[src/rtl/bus_sync_capture.sv]
// Stability filter and FIFO placed after a bus synchronizer. A bus value is queued once it
// has held for `stable` cycles and differs from the last accepted value.
module bus_sync_capture #(
    parameter int unsigned sword   = 32,
    parameter int unsigned stable  = 2,
    parameter int unsigned depth   = 4,
    parameter int unsigned lgdepth = 2
) (
    input  logic               CLK,
    input  logic               RST,
    input  logic [sword-1:0]   data_in,
    output logic [sword-1:0]   data_out,
    output logic               valid,
    input  logic               ready,
    output logic [lgdepth:0]   count,
    output logic               ovf,
    input  logic               clr_ovf
);

    localparam logic [3:0]         ScntMax    = 4'(stable);
    localparam logic [3:0]         ScntTarget = 4'(stable - 1);
    localparam logic [3:0]         ScntOne    = 4'(1);
    localparam logic [lgdepth:0]   CntFull    = (lgdepth + 1)'(depth);
    localparam logic [lgdepth:0]   CntOne     = (lgdepth + 1)'(1);
    localparam logic [lgdepth-1:0] PtrOne     = lgdepth'(1);

    logic [sword-1:0]   samp_q, samp_d;
    logic [sword-1:0]   committed_q, committed_d;
    logic [3:0]         scnt_q, scnt_d;
    logic [lgdepth-1:0] wptr_q, wptr_d;
    logic [lgdepth-1:0] rptr_q, rptr_d;
    logic [lgdepth:0]   count_q, count_d;
    logic               ovf_q, ovf_d;
    logic [sword-1:0]   mem_q [depth];

    logic same;
    logic accept;
    logic full;
    logic pop;
    logic push_ok;
    logic drop;

    // Filter: scnt counts consecutive repeats of samp and saturates at `stable`.
    always_comb begin
        same        = (data_in == samp_q);
        accept      = same && (scnt_q == ScntTarget) && (data_in != committed_q);
        samp_d      = data_in;
        scnt_d      = scnt_q;
        committed_d = committed_q;
        if (!same) begin
            scnt_d = '0;
        end else if (scnt_q < ScntMax) begin
            scnt_d = scnt_q + ScntOne;
        end
        // Committed updates even when the push is dropped, so a dropped value is not retried.
        if (accept) begin
            committed_d = data_in;
        end
    end

    always_comb begin
        full    = (count_q == CntFull);
        pop     = (count_q != '0) && ready;
        push_ok = accept && (!full || pop);
        drop    = accept && full && !pop;
        wptr_d  = wptr_q;
        rptr_d  = rptr_q;
        count_d = count_q;
        ovf_d   = ovf_q;
        if (push_ok) begin
            wptr_d = wptr_q + PtrOne;
        end
        if (pop) begin
            rptr_d = rptr_q + PtrOne;
        end
        unique case ({push_ok, pop})
            2'b10:   count_d = count_q + CntOne;
            2'b01:   count_d = count_q - CntOne;
            default: count_d = count_q;
        endcase
        if (drop) begin
            ovf_d = 1'b1;
        end else if (clr_ovf) begin
            ovf_d = 1'b0;
        end
    end

    always_ff @(posedge CLK) begin
        if (RST) begin
            samp_q      <= '0;
            committed_q <= '0;
            scnt_q      <= '0;
            wptr_q      <= '0;
            rptr_q      <= '0;
            count_q     <= '0;
            ovf_q       <= 1'b0;
        end else begin
            samp_q      <= samp_d;
            committed_q <= committed_d;
            scnt_q      <= scnt_d;
            wptr_q      <= wptr_d;
            rptr_q      <= rptr_d;
            count_q     <= count_d;
            ovf_q       <= ovf_d;
        end
    end

    // Storage needs no reset: entries are only visible through valid.
    always_ff @(posedge CLK) begin
        if (!RST && push_ok) begin
            mem_q[wptr_q] <= data_in;
        end
    end

    always_comb begin
        valid    = (count_q != '0);
        data_out = valid ? mem_q[rptr_q] : '0;
        count    = count_q;
        ovf      = ovf_q;
    end

endmodule
[config.mk]
export PLATFORM = sky130hd
export DESIGN_NAME = bus_sync_capture
export DESIGN_NICKNAME = d
export VERILOG_FILES = /design/src/rtl/bus_sync_capture.sv
export SDC_FILE = /design/constraint.sdc
export NUM_CORES = 1
export LEC_CHECK = 0
export ABC_AREA = 1
export CAP_MARGIN = 10
export CORE_MARGIN = 2
export CORE_UTILIZATION = 47
export DETAILED_ROUTE_END_ITERATION = 12
export GPL_TIMING_DRIVEN = 0
export PLACE_DENSITY = 0.69
export REMOVE_ABC_BUFFERS = 1
export SYNTH_ARGS = -nofsm -noshare
export SYNTH_HDL_FRONTEND = slang
export SYNTH_SLANG_ARGS = --single-unit
[constraint.sdc]
create_clock -name CLK -period 3.28 [get_ports CLK]
set_input_delay 0.328 -clock CLK [delete_from_list [all_inputs] [get_ports CLK]]
set_output_delay 0.328 -clock CLK [all_outputs]
set_load 0.005 [all_outputs]
======== After elaboration in Yosys (flattened, before gate mapping) ========
Memory sizes are Yosys's and may differ from the RTL's. A register that Yosys moved wholly into a read port is not among the register bits.
Cells that the tools add are included.
W data, S select, Z words.
word-level totals
  register bits after elaboration ......... 76
  latch bits .............................. 0
  RAM bits ................................ 128
  bits in read-only memories .............. 0
  bits of input ports ..................... 36
  output and inout port bits .............. 37
  word-level logic and storage cells ...... 44
  memories ................................ 1
memories
  memory  words  bits a word  rd ports  clocked after Yosys merged registers in  wr ports  RTL line  text
  mem_q   4      32           1         1                                        1         34        logic [sword-1:0] mem_q [depth];
cells by class
  add/subtract/negate cells ............... 5
  multiply operators ...................... 0
  divide/modulo/power cells ............... 0
  $lt $le $gt $ge ......................... 1
  eq/ne operators ......................... 6
  shift-type cells ........................ 0
  mux-type cells .......................... 8
  bitwise gates (word level) .............. 1
  reduce and logical (&&, ||, !) cells .... 15
operators by type and width
  cell                   count
  $eq A32 B32 Y1         1
  $mux W32               1
  $ne A32 B32 Y1         1
  $logic_and A1 B1 Y1    7
  $pmux W3 S2            1
  $add A2 B1 Y2 const B  2
  $add A4 B1 Y4 const B  1
  $eq A4 B1 Y1 const B   1
  $lt A4 B2 Y1 const B   1
  $mux W1                4
  $mux W2                2
  $reduce_bool A2 Y1     2
  $add A3 B1 Y3 const B  1
  $eq A3 B3 Y1 const B   1
  $logic_not A1 Y1       3
  $reduce_bool A3 Y1     1
  $sub A3 B1 Y3 const B  1
  $eq A2 B1 Y1 const B   1
  $eq A2 B2 Y1 const B   1
  $reduce_or A2 Y1       1
  $logic_or A1 B1 Y1     1
  $not A1 Y1             1

======== Depth between registers and ports, before layout ========
Gate-level depths: netlist of run 1.
  depth after elaboration ................. 7
  gate-level depth with buffers ........... 17
  mapped depth without buffers ............ 17

======== Worst setup path before layout of run 1 ========
OpenSTA, ideal clock, no wires.
  kind .................................... register to register
  from .................................... reg scnt_q[1]
  to ...................................... mem mem_q[0][0], enable pin
  setup time .............................. 421 ps
  arrival ................................. 2707 ps
  required time ........................... 2859 ps
  slack ................................... 152 ps
  stages on the path, launching flop included .. 9
  buffers on the path ..................... 1
  clock period less this slack ............ 3128 ps
  cell sequence ........................... dfxtp_1 -> inv_1 -> ha_1 -> nor3b_1 -> nand3_2 -> nor2_4 -> buf_2 -> nand3_1 -> nor2_1
on the way
  cells in the longest elaborated chain, start to end .. 7
ends and longest elaborated chain
  item                               RTL line  text
  start: declaration                 29        logic [3:0] scnt_q, scnt_d;
  start signal: assignment           100       scnt_q <= scnt_d;
  $eq A4 B1 Y1                       46        accept = same && (scnt_q == ScntTarget) && (data_in != committed_q);
  $logic_and A1 B1 Y1 (2 in series)  46
  $logic_and A1 B1 Y1                64        push_ok = accept && (!full || pop);
  $logic_and A1 B1 Y1                110       if (!RST && push_ok) begin
  $mux W1                            110
  $mux W1 (not written as such)      111       mem_q[wptr_q] <= data_in;
  end: declaration                   34
Every way passes these cells.

======== Worst setup path after layout of run 1 ========
  from .................................... in data_in[23]
  to ...................................... mem mem_q[1][3], enable pin
on the way
  cells in the longest elaborated chain, start to end .. 7
  elaborated cells between the ends (all ways) .. 8
  those cells by class .................... eq/ne: 2; mux: 2; reduce/logical: 4
ends and longest elaborated chain
  item                             RTL line  text
  start: declaration               11        input logic [sword-1:0] data_in,
  $eq A32 B32 Y1                   45        same = (data_in == samp_q);
  $logic_and A1 B1 Y1              46
  $logic_and A1 B1 Y1 *            46
  $logic_and A1 B1 Y1 *            64
  $logic_and A1 B1 Y1 *            110
  $mux W1 *                        110
  $mux W1 (not written as such) *  111
Every way passes the cells marked *; elsewhere a longest branch is shown, timed or not.

==> results_dict.tcl, run 1 <==
set metrics [dict create \
    run_status "finished, final reports clean" \
    grt_start_max_net_pins 65 \
    ys_async_sr_fraction_pct 0 \
    drt_drc_violations_left 0 \
    timing.final.crit_period_ns 3.01 \
    finalCoreUtilization_pct 58.2 \
    post-route-period-util_pct 91.8 \
    timing.critical_path.required_ns 3.47 \
    cts-htree-levels 1 \
    root_buffer "sky130_fd_sc_hd__clkbuf_16" \
    power.static_leakage_nw 3.89 \
    final_critical_path_setup_slack_ns 0.268 \
    dr.pass1.iters 5 \
    ios 73 \
    design.die.area_um2 19500 \
    synthesis.area_um2 8670 \
    pwr-share-seq_pct 47.8 \
    cts_inserted_buffers 21 \
    power-per-cell-area_nw_per_um2 563 \
    hp-class "primary input to register" \
    fmax_mhz 332 \
    most-common-layout-cells "sky130_fd_sc_hd__nor2_1 (203), sky130_fd_sc_hd__nand2_1 (153), sky130_fd_sc_hd__edfxtp_1 (128)" \
    endpoint_type_of_the_worst_setup_path "register" \
    cts_num_sinks 206 \
    area_growth_pct 21.0 \
    netSwitchingPower_mw 1.39 \
    placement_rows 49 \
    maxCapViolations 0 \
    power.total_mw 5.91 \
    vias_per_cell 5.03 \
    timing.final.max_slew_violations 0 \
    ys_seq_area_share_pct 62.4 \
    register_area_um2 5410 \
    clock-skew-final_ns 0.00876 \
    dpl_worst_slack_ns -0.897 \
    multi_input_area_um2 2790 \
    cellInternalPower_mw 4.52 \
    grt_pass1_wl_um 30000 \
    crit_fanout 19 \
    power_switching_share_pct 23.5 \
    synth_cells 922 \
    ctsHoldBuffers 0 \
    die_width_um 140 \
    syn_avg_cell_area_um2 9.40 \
    max-slew-margin-rel_pct 37.8 \
    core_area_um2 18000 \
    layout-drive-gt1-share_pct 9.27 \
    grtUsageTotal_pct 19.1 \
    wire_per_inst_um 14.9 \
    final_net_count 1042 \
    globalplace.congestion 0.760 \
    synth.yosys.warnings 0 \
    finish.instance_area_um2 10500 \
    pwr-share-clk_pct 39.0 \
    floorplan.die.height_um 140 \
    worst_path_class_setup "primary input to register" \
    diodes 0 \
    cts_tree "done" \
    routed-via-count 6255 \
    dpl.hpwl_um 10800 \
    placement.io_buffers 72 \
    grt-ovfl-total 0 \
    ys_types 33 \
    nFillCells 1531 \
    vdd.ir_drop.worst_v 0.000352 \
    total_of_flip_flops_plus_latches_after_synthesis 206 \
    clock_slew_at_reported_path_ffs_ns 0.06 \
    cts_max_path_bufs 3 \
    post_synth_edffs 128 \
    grt_pass1_vias 6067 \
    setup.worst_path.start_class "primary input" \
    critPathArrivalTime_ns 3.20 \
    predominant_post_synthesis_flop_cell "sky130_fd_sc_hd__edfxtp_1" \
    timing.final.setup_violations 0 \
    floorplan.initialDensity_pct 48.1 \
    ant_nets 0 \
    drt-initial-drc-count 362 \
    worst_slew_pin_tran_ns 0.931 \
    worstSkewPairLatency_ns 0.49 \
    antenna_found_initial 0 \
    layout.cells.most_common "sky130_fd_sc_hd__nor2_1" \
    finalWirelength_um 18500 \
    hold_vio_cnt_final 0 \
    comb_power_share_pct 13.3 \
    post_dp_cell_area_um2 9680 \
    rsz0062_at_grt "false" \
]
[critical path, stage by stage]
cell,delay [ns]
sky130_fd_sc_hd__clkdlybuf4s50_1,0.64
sky130_fd_sc_hd__xnor2_1,0.16
sky130_fd_sc_hd__nand2_1,0.09
sky130_fd_sc_hd__nor2_1,0.16
sky130_fd_sc_hd__nand2_1,0.08
sky130_fd_sc_hd__nor2_2,0.13
sky130_fd_sc_hd__nand3_2,0.14
sky130_fd_sc_hd__nor2_4,0.46
sky130_fd_sc_hd__nand3_1,0.46
sky130_fd_sc_hd__nor2_4,0.29
sky130_fd_sc_hd__buf_4,0.23
[power by group through the flow]
stage,registers (mW),logic (mW),clock network (mW)
final,2.82,0.783,2.30
after CTS,2.82,0.791,2.35
after global routing,2.82,0.867,2.48
after floorplan,2.88,0.328,0
after global placement,2.90,0.713,0
after detailed placement,2.88,0.782,0
[cells by family (layout without fill, tap and decap cells)]
| family | after synthesis | count (layout) | synth area share, % |
|---|---|---|---|
| AOI/OAI and AO/OA | 172 | 172 | 10.6 |
| and+or+nand+nor | 383 | 384 | 17.3 |
| buffers and inverters | 127 | 218 | 5.89 |
| adders and majority gates | 7 | 7 | 1.10 |
| DFF | 206 | 206 | 62.4 |
| xor gates and xnor gates | 27 | 27 | 2.73 |
[repair_timing]
item | 4_1_cts | 5_1_grt
resized for setup | 3 | 2
endpoints found under the setup margin | 160 | 25
cloned | 2 | 0
pin swaps | 5 | 0
setup buffers | 10 | 0
[stage by stage]
| stage | setup TNS (ns) | hold slack (ns) | cells |
|---|---|---|---|
| 6_report | 0 | 0.413 | 1243 |
| 5_1_grt | 0 | 0.425 | 1243 |
| 4_1_cts | 0 | 0.420 | 1242 |
| 3_5_place_dp | -100.38 | 0.436 | 1192 |
| 3_3_place_gp | -502.08 | 0.435 | 1185 |
| 2_1_floorplan | -77.18 | 0.397 | 884 |
[layout make-up]
type	count	share of cell area (%)
Clock inverter	8	0.883
Sequential cell	206	51.6
Multi-Input combinational cell	590	26.6
Timing Repair inverter	1	0.0716
Timing Repair Buffer	90	9.40
Clock buffer	30	5.43
Tap cell	229	2.73
Inverter	89	3.29
[Yosys cell counts (all sizes together), types with 2 or more instances]
| library cell | count | share of area (%) |
|---|---|---|
| a21oi | 71 | 4.6 |
| buf | 15 | 1.0 |
| clkbuf | 23 | 1.0 |
| dfxtp | 78 | 18 |
| edfxtp | 128 | 44 |
| ha | 6 | 0.87 |
| inv | 88 | 3.8 |
| nand2 | 154 | 6.7 |
| nand3 | 10 | 0.64 |
| nand4 | 5 | 0.43 |
| nor2 | 210 | 9.2 |
| o21ai | 98 | 5.7 |
| xnor2 | 25 | 2.5 |
| xor2 | 2 | 0.20 |
[routing by layer]
layer | routed length (um) | vias up | GRT usage, % | part of all wire (%)
met5 | 0 | - | 0 | 0
met4 | 293 | 0 | 5.00 | 1.6
met3 | 704 | 24 | 2.99 | 3.8
met2 | 9100 | 109 | 33.8 | 49
met1 | 8410 | 2962 | 24.5 | 45
li1 | - | 3160 | - | -
[final timing paths]
path	startpoint	end	slack, ns	cells after the start
worst max-delay path	data_in[23]	mem_q[1][3]$_DFFE_PP_	0.27	11
worst min-delay path	RST	samp_q[29]$_SDFF_PP0_	0.41	2
worst max register to register	samp_q[25]$_SDFF_PP0_	mem_q[1][3]$_DFFE_PP_	0.42	11
worst min register to register	scnt_q[3]$_SDFFE_PP0N_	scnt_q[3]$_SDFFE_PP0N_	0.45	2
[flip-flops by register name (all words and copies together), names as in the netlist, named ones only]
register and flops:
count 3, committed_q 32, ovf 1, rptr_q 2
scnt_q 4, samp_q 32, wptr_q 2, mem_q 128
Power figures use the tool's default switching activity.
==> run 2: changes to the inputs <==
- CORE_UTILIZATION: 47 -> 40
- PLACE_DENSITY: 0.69 -> not set
==> results_dict.tcl, run 2 (synthesis results as in run 1) <==
set metrics [dict create \
    run_status "finished, final reports clean" \
    min-delay-start "RST" \
    layout.cells.most_common "sky130_fd_sc_hd__nor2_1" \
    met2_length_um 8910 \
    dpl.hpwl_um 11500 \
    vias_per_cell 4.75 \
    drt_drc_violations_left 0 \
    timing.critical_path.required_ns 2.95 \
    top_layer "met4" \
    placement.io_buffers 72 \
    ant_nets 0 \
    endpoint_type_of_the_worst_setup_path "output port" \
    worst_slew_pin_tran_ns 0.932 \
    pwr-share-seq_pct 48.2 \
    wire_per_inst_um 14.4 \
    max-slew-margin-rel_pct 37.8 \
    timing.final.crit_period_ns 2.93 \
    diodes 0 \
    core_area_um2 21200 \
    globalplace.congestion 0.751 \
    post_dp_cell_area_um2 9790 \
    routed-via-count 6093 \
    finalWirelength_um 18500 \
    worst_path_class_setup "register to output port" \
    vdd.ir_drop.worst_v 0.000424 \
    critPathArrivalTime_ns 2.60 \
    crit_fanout 33 \
    rsz0062_at_grt "false" \
    grt-ovfl-total 0 \
    wl_met3_um 877 \
    clock_slew_at_reported_path_ffs_ns 0.06 \
    largest_registers "mem_q: 128 flops, committed_q: 32 flops, samp_q: 32 flops" \
    ios 73 \
    design.die.area_um2 22900 \
    final_critical_path_setup_slack_ns 0.349 \
    area_growth_pct 21.8 \
    comb_power_share_pct 12.9 \
    power.static_leakage_nw 3.88 \
    post-place-cells 1239 \
    largest_reg_flops 128 \
    cts_inserted_buffers 21 \
    cellInternalPower_mw 4.49 \
    cts_max_path_bufs 3 \
    most-common-layout-cells "sky130_fd_sc_hd__nor2_1 (203), sky130_fd_sc_hd__nand2_1 (153), sky130_fd_sc_hd__edfxtp_1 (128)" \
    die_width_um 151 \
    floorplan.initialDensity_pct 41.0 \
    setup.worst_path.start_class "register" \
    finalCoreUtilization_pct 49.9 \
    final_net_count 1037 \
    grtUsageTotal_pct 16.7 \
    nFillCells 1919 \
    layout-drive-gt1-share_pct 8.73 \
    post-route-period-util_pct 89.3 \
    stdcell_count 1283 \
    finish.instance_area_um2 10600 \
    root_buffer "sky130_fd_sc_hd__clkbuf_16" \
    cts_num_sinks 206 \
    worst_hold_slack_ns 0.411 \
    cts_tree "done" \
    worstSkewPairLatency_ns 0.49 \
    antenna_found_initial 0 \
    grt_start_max_net_pins 65 \
    drt-initial-drc-count 357 \
    hp-class "primary input to register" \
    cts-htree-levels 1 \
    timing.final.max_slew_violations 0 \
    maxCapViolations 0 \
    top_register "mem_q" \
    dpl_worst_slack_ns -0.988 \
    pwr-share-clk_pct 38.9 \
    clock-skew-final_ns 0.0112 \
    power-per-cell-area_nw_per_um2 555 \
    hold_vio_cnt_final 0 \
    grt_pass1_wl_um 29700 \
    power_switching_share_pct 23.5 \
    floorplan.die.height_um 151 \
    grt_pass1_vias 5813 \
    dr.pass1.iters 4 \
    placement_rows 53 \
    timing.final.setup_violations 0 \
    reg_to_reg_startpoint "samp_q[12]$_SDFF_PP0_" \
    fmax_mhz 341 \
    m1WireLength_um 8440 \
    netSwitchingPower_mw 1.38 \
]
==> run 2: timing repair <==
item                                    CTS  global route
pin swaps                                 5             1
resized for setup                         3             2
endpoints found under the setup margin  160           145
hold endpoints to repair                  0             0
hold buffers                              0             0
setup buffers                             4             2
gates cloned                              1             0
==> run 2: layout make-up <==
| type | instances | area, um2 | share of cell area [%] |
|---|---|---|---|
| clock inverter | 7 | 82.6 | 0.782 |
| clock buffer | 30 | 569 | 5.39 |
| timing repair buffer | 86 | 1020 | 9.62 |
| inverter | 89 | 345 | 3.27 |
| sequential | 206 | 5410 | 51.3 |
| multi-input combinational | 590 | 2790 | 26.4 |
| tap | 275 | 344 | 3.26 |
==> run 2: metrics by stage <==
step	total power, mW	TNS (ns)
floorplan	3.21	-77.18
global placement	3.63	-535.13
detailed placement	3.65	-112.30
CTS	5.93	0
global route	6.13	0
finish	5.86	0
==> run 2: power by group through the flow <==
stage | Clock [mW] | Combinational (mW) | Sequential [mW]
after floorplan | 0 | 0.328 | 2.88
after global placement | 0 | 0.727 | 2.91
after detailed placement | 0 | 0.763 | 2.88
after CTS | 2.33 | 0.771 | 2.83
after global routing | 2.44 | 0.851 | 2.83
final | 2.28 | 0.754 | 2.83
==> run 2: layer usage <==
metal / global-route usage (%) / up-vias
met5: 0 / -
met4: 4.77 / 0
met3: 2.80 / 21
met2: 28.1 / 121
met1: 22.2 / 2801
li1: - / 3150
==> run 2: final timing paths <==
check             cells past startpoint                     end  slack [ns]
hold / removal                        2   samp_q[26]$_SDFF_PP0_        0.41
setup reg to reg                     11   mem_q[1][9]$_DFFE_PP_        0.60
setup / recovery                      6            data_out[21]        0.35
hold reg to reg                       2  scnt_q[3]$_SDFFE_PP0N_        0.45
==> run 2: worst max-delay path: stages (launching register included) <==
cell and delay [ns]:
sky130_fd_sc_hd__dfxtp_4 0.67, sky130_fd_sc_hd__clkinvlp_4 0.25, sky130_fd_sc_hd__buf_4 0.25, sky130_fd_sc_hd__nor2_1 0.11, sky130_fd_sc_hd__o21ai_0 0.08, sky130_fd_sc_hd__a21oi_1 0.20
sky130_fd_sc_hd__clkdlybuf4s50_1 0.54
